`src/rtl/hazard_unit_pkg.sv`:
```
// Shared pipeline-control types for the 5-stage MIPS core: forward selects,
// data-memory handshake states and the forwarding-priority helper.
package cpu_pkg;

  typedef enum logic [1:0] {
    FWD_RF  = 2'b00,
    FWD_WB  = 2'b01,
    FWD_MEM = 2'b10
  } fwd_sel_t;

  typedef enum logic {
    IDLE = 1'b0,
    WAIT = 1'b1
  } mem_state_t;

  localparam logic [4:0] REG_ZERO = 5'd0;

  // M has priority over W; $0 is never forwarded.
  function automatic fwd_sel_t fwd_sel(input logic [4:0] src,
                                       input logic [4:0] wreg_m, input logic rw_m,
                                       input logic [4:0] wreg_w, input logic rw_w);
    if (src != REG_ZERO && rw_m && src == wreg_m) return FWD_MEM;
    if (src != REG_ZERO && rw_w && src == wreg_w) return FWD_WB;
    return FWD_RF;
  endfunction

endpackage

```
`src/rtl/hazard_unit_sat_counter.sv`:
```
// Saturating up-counter with synchronous active-high clear; holds at all-ones.
module sat_counter #(
  parameter int unsigned W = 32
) (
  input  logic         clk,
  input  logic         reset,
  input  logic         inc,
  output logic [W-1:0] q
);

  logic [W-1:0] cnt_q, cnt_d;

  always_comb begin
    cnt_d = cnt_q;
    if (inc && cnt_q != '1) cnt_d = cnt_q + W'(1);
  end

  always_ff @(posedge clk) begin
    if (reset) cnt_q <= '0;
    else       cnt_q <= cnt_d;
  end

  assign q = cnt_q;

endmodule

```
`src/rtl/hazard_unit.sv`:
```
// Pipeline hazard/stall controller: forwarding selects, load-use and branch
// stalls, multi-cycle data-memory handshake, stall counters and timeout flag.
module hazard_unit
  import cpu_pkg::*;
#(
  parameter int unsigned TIMEOUT = 255,
  parameter int unsigned CNT_W   = 32
) (
  input  logic             clk,
  input  logic             reset,
  input  logic [4:0]       rsD,
  input  logic [4:0]       rtD,
  input  logic [4:0]       rsE,
  input  logic [4:0]       rtE,
  input  logic [4:0]       writeregE,
  input  logic [4:0]       writeregM,
  input  logic [4:0]       writeregW,
  input  logic             regwriteE,
  input  logic             regwriteM,
  input  logic             regwriteW,
  input  logic             memtoregE,
  input  logic             memtoregM,
  input  logic [1:0]       memwriteM,
  input  logic             branchD,
  input  logic             bneD,
  input  logic             dmem_ready,
  output logic             dmem_req,
  output logic             forwardAD,
  output logic             forwardBD,
  output logic [1:0]       forwardAE,
  output logic [1:0]       forwardBE,
  output logic             stallF,
  output logic             stallD,
  output logic             stallE,
  output logic             stallM,
  output logic             flushE,
  output logic             flushW,
  output logic             mem_err,
  output logic [CNT_W-1:0] cnt_lw,
  output logic [CNT_W-1:0] cnt_br,
  output logic [CNT_W-1:0] cnt_mem
);

  localparam int unsigned WCW = $clog2(TIMEOUT + 1);

  mem_state_t     state_q, state_d;
  logic [WCW-1:0] wcnt_q, wcnt_d;
  logic           mem_err_q, mem_err_d;
  fwd_sel_t       fwd_ae, fwd_be;
  logic           lwstall, brD, branchstall, memacc, memstall, req_raw;

  assign fwd_ae    = fwd_sel(rsE, writeregM, regwriteM, writeregW, regwriteW);
  assign fwd_be    = fwd_sel(rtE, writeregM, regwriteM, writeregW, regwriteW);
  assign forwardAE = fwd_ae;
  assign forwardBE = fwd_be;
  assign forwardAD = (rsD != REG_ZERO) && regwriteM && (rsD == writeregM);
  assign forwardBD = (rtD != REG_ZERO) && regwriteM && (rtD == writeregM);

  assign lwstall = memtoregE && (writeregE != REG_ZERO) &&
                   ((writeregE == rsD) || (writeregE == rtD));
  assign brD     = branchD || bneD;
  assign branchstall = brD &&
    ((regwriteE && (writeregE != REG_ZERO) && ((writeregE == rsD) || (writeregE == rtD))) ||
     (memtoregM && (writeregM != REG_ZERO) && ((writeregM == rsD) || (writeregM == rtD))));
  assign memacc  = memtoregM || (memwriteM != 2'b00);

  // wcnt counts WAIT cycles including the current one; it saturates at TIMEOUT.
  always_comb begin
    state_d   = state_q;
    wcnt_d    = wcnt_q;
    mem_err_d = mem_err_q;
    memstall  = 1'b0;
    req_raw   = memacc;
    case (state_q)
      IDLE: begin
        if (memacc && !dmem_ready) begin
          memstall = 1'b1;
          state_d  = WAIT;
          wcnt_d   = WCW'(1);
        end
      end
      WAIT: begin
        req_raw = 1'b1;
        if (dmem_ready) begin
          state_d = IDLE;
          wcnt_d  = '0;
        end else begin
          memstall = 1'b1;
          if (wcnt_q == WCW'(TIMEOUT)) mem_err_d = 1'b1;
          else                         wcnt_d    = wcnt_q + WCW'(1);
        end
      end
      default: state_d = IDLE;
    endcase
  end

  always_ff @(posedge clk) begin
    if (reset) begin
      state_q   <= IDLE;
      wcnt_q    <= '0;
      mem_err_q <= 1'b0;
    end else begin
      state_q   <= state_d;
      wcnt_q    <= wcnt_d;
      mem_err_q <= mem_err_d;
    end
  end

  always_comb begin
    stallF = 1'b0;
    stallD = 1'b0;
    stallE = 1'b0;
    stallM = 1'b0;
    flushE = 1'b0;
    flushW = 1'b0;
    if (!reset) begin
      if (memstall) begin
        {stallF, stallD, stallE, stallM, flushW} = '1;
      end else if (lwstall || branchstall) begin
        {stallF, stallD, flushE} = '1;
      end
    end
  end

  assign dmem_req = req_raw && !reset;
  assign mem_err  = mem_err_q;

  sat_counter #(.W(CNT_W)) u_cnt_lw (
    .clk(clk), .reset(reset), .inc(!memstall && lwstall), .q(cnt_lw)
  );
  sat_counter #(.W(CNT_W)) u_cnt_br (
    .clk(clk), .reset(reset), .inc(!memstall && branchstall && !lwstall), .q(cnt_br)
  );
  sat_counter #(.W(CNT_W)) u_cnt_mem (
    .clk(clk), .reset(reset), .inc(memstall), .q(cnt_mem)
  );

endmodule

```
`config.mk`:
```
export PLATFORM = sky130hd
export DESIGN_NAME = hazard_unit
export DESIGN_NICKNAME = d
export VERILOG_FILES = /design/src/rtl/hazard_unit_pkg.sv /design/src/rtl/hazard_unit_sat_counter.sv /design/src/rtl/hazard_unit.sv
export SDC_FILE = /design/constraint.sdc
export NUM_CORES = 1
export LEC_CHECK = 0
export ABC_AREA = 1
export CAP_MARGIN = 15
export CORE_MARGIN = 1.5
export CORE_UTILIZATION = 55
export CTS_CLUSTER_DIAMETER = 100
export DETAILED_ROUTE_END_ITERATION = 7
export DONT_BUFFER_PORTS = 1
export GPL_TIMING_DRIVEN = 1
export PLACE_DENSITY_LB_ADDON = 0.08
export SLEW_MARGIN = 20
export SYNTH_ARGS = -nofsm -noshare
export SYNTH_HDL_FRONTEND = slang
export SYNTH_HIERARCHICAL = 1
export SYNTH_SLANG_ARGS = --single-unit
```
`constraint.sdc`:
```
create_clock -name clk -period 2.3 [get_ports clk]
set_clock_uncertainty 0.15 [all_clocks]
set_input_delay 0.115 -clock clk [delete_from_list [all_inputs] [get_ports clk]]
set_output_delay 0.115 -clock clk [all_outputs]
set_load 0.03 [all_outputs]
```
==> flow_summary.ini, run 1 <==
[setup_path]
rr_startpoint = state_q
crit_arrival_ps = 2180
rrSetupSlack_ps = 210
slowest_delay_ps = 310
reg2reg_to = u_cnt_lw/q[25]
rr_worst_depth = 14
required_ps = 2390
path_max_fanout = 4
start_kind = flop
endpoint = u_cnt_lw/q[25]
worst-setup-path-type = flop to flop
crit_chain = inv_1, nand4_1, nand2_2, inv_1, nor2_1, inv_2, nor2_1, nand2_1, inv_2, nand2_1, nor2_2, nand3_1, nand2_1, nor2_1
critPathSlowestCell = dfxtp_1
startpoint = state_q
crit_path_end_kind = flop

[drt]
initialDrtViolationCount = 567
ant_nets = 0
wirelength_mm = 19.6
drt-wirelength-per-cell_um = 13.1
detail_route.drc_violations = 0
vias = 7827
via_per_inst = 5.23
drt_pass1_iterations = 5

[yosys]
synth_most_common_cell = nand2_1
yosys.area.top_type_share_pct = 28.4
syn_area_um2 = 7480
synth_edf_count = 0
syn_avg_cell_area_um2 = 6.17
yosysTopAreaCell = dfxtp_1
async_flop_share_pct = 0
synth-seq-cells = 106
synth.distinct_cells = 37
syn_inst = 1213
ys.flop_type = dfxtp_1
synthTopCellsByCount = nand2_1, nor2_1, inv_1
synth.area.top_cells = dfxtp_1, nand2_1, nor2_1
syn_nets = 1264
yosys_warnings = 6
ys_seq_area_share_pct = 28.4

[power_and_ir_drop]
total_power_w = 0.00385
powerDensity_nw_per_um2 = 441
combPwrFrac_pct = 7.3
p_switching_w = 0.000891
pwr-share-seq_pct = 48.0
clkPwrFrac_pct = 44.7
ir_drop_mv = 0.301
p_int_w = 0.00296
leakage_nw = 4.08
switching_share_pct = 23.2

[sta]
slew_headroom_pct = 40.0
max_freq_ghz = 0.479
finalSetupTns_ps = 0
fin_crit_sh_pct = 90.7
min_period_ps = 2090
finalHoldViolations = 0
final-max-slew-violation-count = 0
report.final.setup_viol = 0
worstMarginPinSlew_ps = 901
rsz0062_at_grt = no

[floorplanning]
die_x_um = 120
io_pins = 157
die-area_um2 = 14300
start_util_pct = 56.5
die_h_um = 120
design.core.area_um2 = 13200
rows = 42

[outcome]
status = finished, final reports clean

[global_routing]
grt-ovfl-total = 0
grt_pass1_wl_mm = 32.8
grt_pass1_vias = 7137
track_usage_pct = 27.6
antenna_found_initial = 0
grt_start_max_net_pins = 42

[clock_network]
clk_pin_slew_ps = 70
root_buffer = clkbuf_16
clock_path_buffers = 2
tritoncts = built
clk_latency_ps = 350
cts_htree_levels = 3
cts_sinks = 106
cts-buffers-inserted = 9

[final_layout]
antenna_cells = 0
nets = 1366
syn_to_final_growth_pct = 16.5
drive_gt1_share_pct = 18.6
fin_util_pct = 65.8
final_cells = 1496

[place]
dp_hpwl_mm = 14.8
place.port_buffers = 0
gp_congestion = 0.931
place_inst = 1474

[flow_run]
maxCapViolations = 0

[hold_path]
min_path_type = primary input to flop
## state kept, by name (all words and copies together), names as in the netlist
| name | count |
|---|---|
| u_cnt_lw/q | 32 |
| wcnt_q | 8 |
| u_cnt_br/q | 32 |
| mem_err | 1 |
| state_q | 1 |
| u_cnt_mem/q | 32 |
## power by group through the flow
stage	Clock [W]	Combinational, W	Sequential (W)
2_1_floorplan	0	0.000213	0.00190
3_3_place_gp	0	0.000260	0.00189
3_5_place_dp	0	0.000265	0.00189
4_1_cts	0.00176	0.000279	0.00185
5_1_grt	0.00184	0.000318	0.00185
6_report	0.00172	0.000281	0.00185
## stage by stage
step	worst slack (ps)	hold slack, ps	instance area, µm²
global placement	201	36.0	8310
finish	213	170	8710
floorplan	127	34.1	7480
global route	8.21	200	8710
detailed placement	172	37.9	8310
CTS	85.6	150	8680
## cells in the final DEF, fill, tap and decap left out, drive strengths merged
| cell | n |
|---|---|
| dfxtp | 106 |
| a31oi | 15 |
| o211ai | 2 |
| o21ai | 14 |
| nor2 | 266 |
| a311oi | 2 |
| dlygate4sd3 | 3 |
| nor4 | 4 |
| bufinv | 2 |
| xor2 | 4 |
| a211oi | 1 |
| nand4 | 46 |
| nand2 | 366 |
| clkbuf | 12 |
| dlymetal6s4s | 1 |
| and2 | 3 |
| ha | 4 |
| xnor2 | 9 |
| clkinv | 5 |
| nor3 | 20 |
| nand3b | 3 |
| buf | 116 |
| o2111ai | 2 |
| nand3 | 102 |
| a21oi | 64 |
| inv | 142 |
| or2 | 3 |
| o22ai | 3 |
## repair_timing
item / CTS / global route
resized for setup: 0 / 4
setup buffers: 0 / 2
setup endpoints to repair: 0 / 10
hold buffers: 4 / 0
hold endpoints to repair: 72 / 0
## cell families (layout without fill, tap and decap cells)
family | Yosys count | after routing | synth area share [%]
AND/OR/NAND/NOR | 813 | 813 | 51.1
buffers and inverters | 174 | 281 | 10.6
flip-flops | 106 | 106 | 28.4
AO/OA/AOI/OAI | 103 | 103 | 7.65
XOR/XNOR | 13 | 13 | 1.52
adder cells (fa/ha/maj) | 4 | 4 | 0.669
## worst min-delay path by stage
stage               startpoint            end  slack, ps  cells after the start
detailed placement       reset        mem_err         40                      1
finish               memtoregE  u_cnt_lw/q[3]        170                      7
CTS                  memtoregE  u_cnt_lw/q[3]        150                      7
floorplan                reset        mem_err         30                      1
global route             reset       dmem_req        200                      1
global placement         reset        mem_err         40                      1
## final cells by class
class | count | area (µm²)
clock buffer | 12 | 256
clock inverter | 4 | 73.8
fill | 1308 | 4530
inverter | 145 | 544
multi-input combinational | 933 | 4570
sequential | 106 | 2120
tap | 176 | 220
timing repair buffer | 120 | 926
## metal layers
metal	vias to the layer above	routed length [µm]	share of wire (%)	global-route usage (%)
met5	-	0	0	0
met4	0	249	1.3	7.59
met3	20	1450	7.4	6.99
met2	224	8990	46	46.0
met1	3503	8860	45	35.5
li1	4080	-	-	-
## worst max-delay path, delay by kind of cell (launching register included)
| family | cells | cell delay [ps] |
|---|---|---|
| flip-flops | 1 | 310 |
| buffers and inverters | 4 | 310 |
| AND/OR/NAND/NOR | 10 | 1220 |
Note: power is estimated with default switching activity, not from simulation.
==> run 2, diff against run 1 <==
--- a/config.mk
+++ b/config.mk
@@ -7,6 +7,7 @@
 export LEC_CHECK = 0
 export ABC_AREA = 1
 export CAP_MARGIN = 15
+export CORE_ASPECT_RATIO = 1.5
 export CORE_MARGIN = 1.5
 export CORE_UTILIZATION = 55
 export CTS_CLUSTER_DIAMETER = 100
==> run 2 against run 1 <==
Effect of this change: register-to-register slack about the same; fmax down 0.59%; die area up 0.11%; cell count down 1.1%; first-iteration DRC count down 46%; sequential share of layout area up 0.074 points; worst hold slack worse by 160 ps; clock-buffer cell count down 3; global-route usage up 0.053 points; total power up 2.4%; clock power up 5%; combinational power about the same; critical endpoint is now stallD; largest cell class unchanged.
==> flow_summary.ini, run 2 (synthesized netlist as in run 1, its figures left out) <==
[sta]
slew_headroom_pct = 49.2
rsz0062_at_grt = no
final-max-slew-violation-count = 0
finalSetupTns_ps = 0
max_freq_ghz = 0.476
worstMarginPinSlew_ps = 760
finalHoldViolations = 0
fin_crit_sh_pct = 91.3
min_period_ps = 2100
report.final.setup_viol = 0
hold_slack_ps = 11.4

[drt]
ant_nets = 0
drt_pass1_iterations = 5
drt-wirelength-per-cell_um = 13.5
via_per_inst = 5.30
detail_route.drc_violations = 0
initialDrtViolationCount = 305
wirelength_mm = 20.0
vias = 7846

[final_layout]
syn_to_final_growth_pct = 16.2
antenna_cells = 0
drive_gt1_share_pct = 18.5
final_common_cell = nand2_1
layout_common_cells = nand2_1, nor2_1, inv_1
fillCellCount = 1303
nets = 1363

[setup_path]
worst-setup-path-type = primary input to output pin
path_max_fanout = 17
rr_startpoint = u_cnt_lw/q[1]
crit_arrival_ps = 1830
start_kind = primary input
reg2reg_to = u_cnt_lw/q[11]
rrSetupSlack_ps = 200
required_ps = 2040
crit_path_end_kind = output pin
rr_worst_depth = 9

[hold_path]
hold_path_depth = 3
hold_end = u_cnt_lw/q[24]
hp-start = reset
min_path_type = primary input to flop

[power_and_ir_drop]
clkPwrFrac_pct = 46.0
pwr-share-seq_pct = 46.9
p_int_w = 0.00301
total_power_w = 0.00394
switching_share_pct = 23.4
leakage_nw = 4.05
ir_drop_mv = 0.319
powerDensity_nw_per_um2 = 453
combPwrFrac_pct = 7.1
p_switching_w = 0.000923

[clock_network]
cts_sinks = 106
cts-buffers-inserted = 9
clk_latency_ps = 350
cts_htree_levels = 3
tritoncts = built
clock_path_buffers = 2
cts_setup_buffers = 0
clk_pin_slew_ps = 70
root_buffer = clkbuf_16

[floorplanning]
die_x_um = 98.2
design.core.area_um2 = 13400
die-area_um2 = 14300
die_h_um = 146
start_util_pct = 55.8
rows = 52
io_pins = 157

[global_routing]
grt_pass1_vias = 7321
track_usage_pct = 27.7
grt_pass1_wl_mm = 33.1
antenna_found_initial = 0
grt_start_max_net_pins = 42
grt-ovfl-total = 0

[place]
place.port_buffers = 0
gp_congestion = 0.917
dp_hpwl_mm = 15.3

[outcome]
status = finished, final reports clean

[flow_run]
maxCapViolations = 0
[run 2: cell type report]
class                           instances  area (µm²)  share of cell area (%)
Multi-Input combinational cell        933        4570                    52.6
Inverter                              145         544                    6.27
Tap cell                              162         203                    2.33
Clock inverter                          7         125                    1.44
Timing Repair Buffer                  117         895                    10.3
Clock buffer                            9         225                    2.59
Sequential cell                       106        2120                    24.4
[run 2: worst max path at each step]
stage / startpoint / depth (start not counted) / slack [ps] / endpoint
final: reset / 4 / 200 / stallD
after global routing: u_cnt_lw/q[1] / 9 / 30 / u_cnt_lw/q[11]
after CTS: state_q / 14 / 140 / u_cnt_br/q[25]
after detailed placement: writeregM[0] / 19 / 50 / u_cnt_br/q[25]
after global placement: writeregM[0] / 19 / 60 / u_cnt_br/q[17]
after floorplan: writeregM[4] / 5 / 130 / forwardAE[0]
[run 2: per-layer routing]
layer	up-vias	part of all wire (%)	track usage, %
li1	4074	-	-
met1	3523	40	30.5
met2	206	51	50.6
met3	43	6.1	6.34
met4	0	2.6	11.1
met5	-	0	0
[run 2: worst max-delay path, stage by stage]
cell and delay, ps:
dlygate4sd3_1 1030, inv_1 190, nand2_2 140, nand2_1 350
[run 2: metrics by stage]
step                setup slack [ps]  instances  cell area (µm²)  utilization (%)
global route                    27.2       1479             8690             64.8
CTS                              143       1479             8670             64.7
finish                           201       1479             8690             64.8
detailed placement              51.8       1458             8270             61.7
floorplan                        127       1213             7480                -
global placement                62.5       1458             8270             61.7
[run 2: power by group through the flow]
stage	Sequential, W	Combinational [W]	Clock (W)
finish	0.00185	0.000280	0.00181
global route	0.00185	0.000316	0.00191
global placement	0.00189	0.000261	0
detailed placement	0.00189	0.000263	0
CTS	0.00185	0.000278	0.00185
floorplan	0.00190	0.000213	0
[run 2: repair_timing]
item                       4_1_cts  5_1_grt
setup endpoints to repair        0       12
hold buffers                     5        0
hold endpoints to repair        20        0
resized for setup                0        5
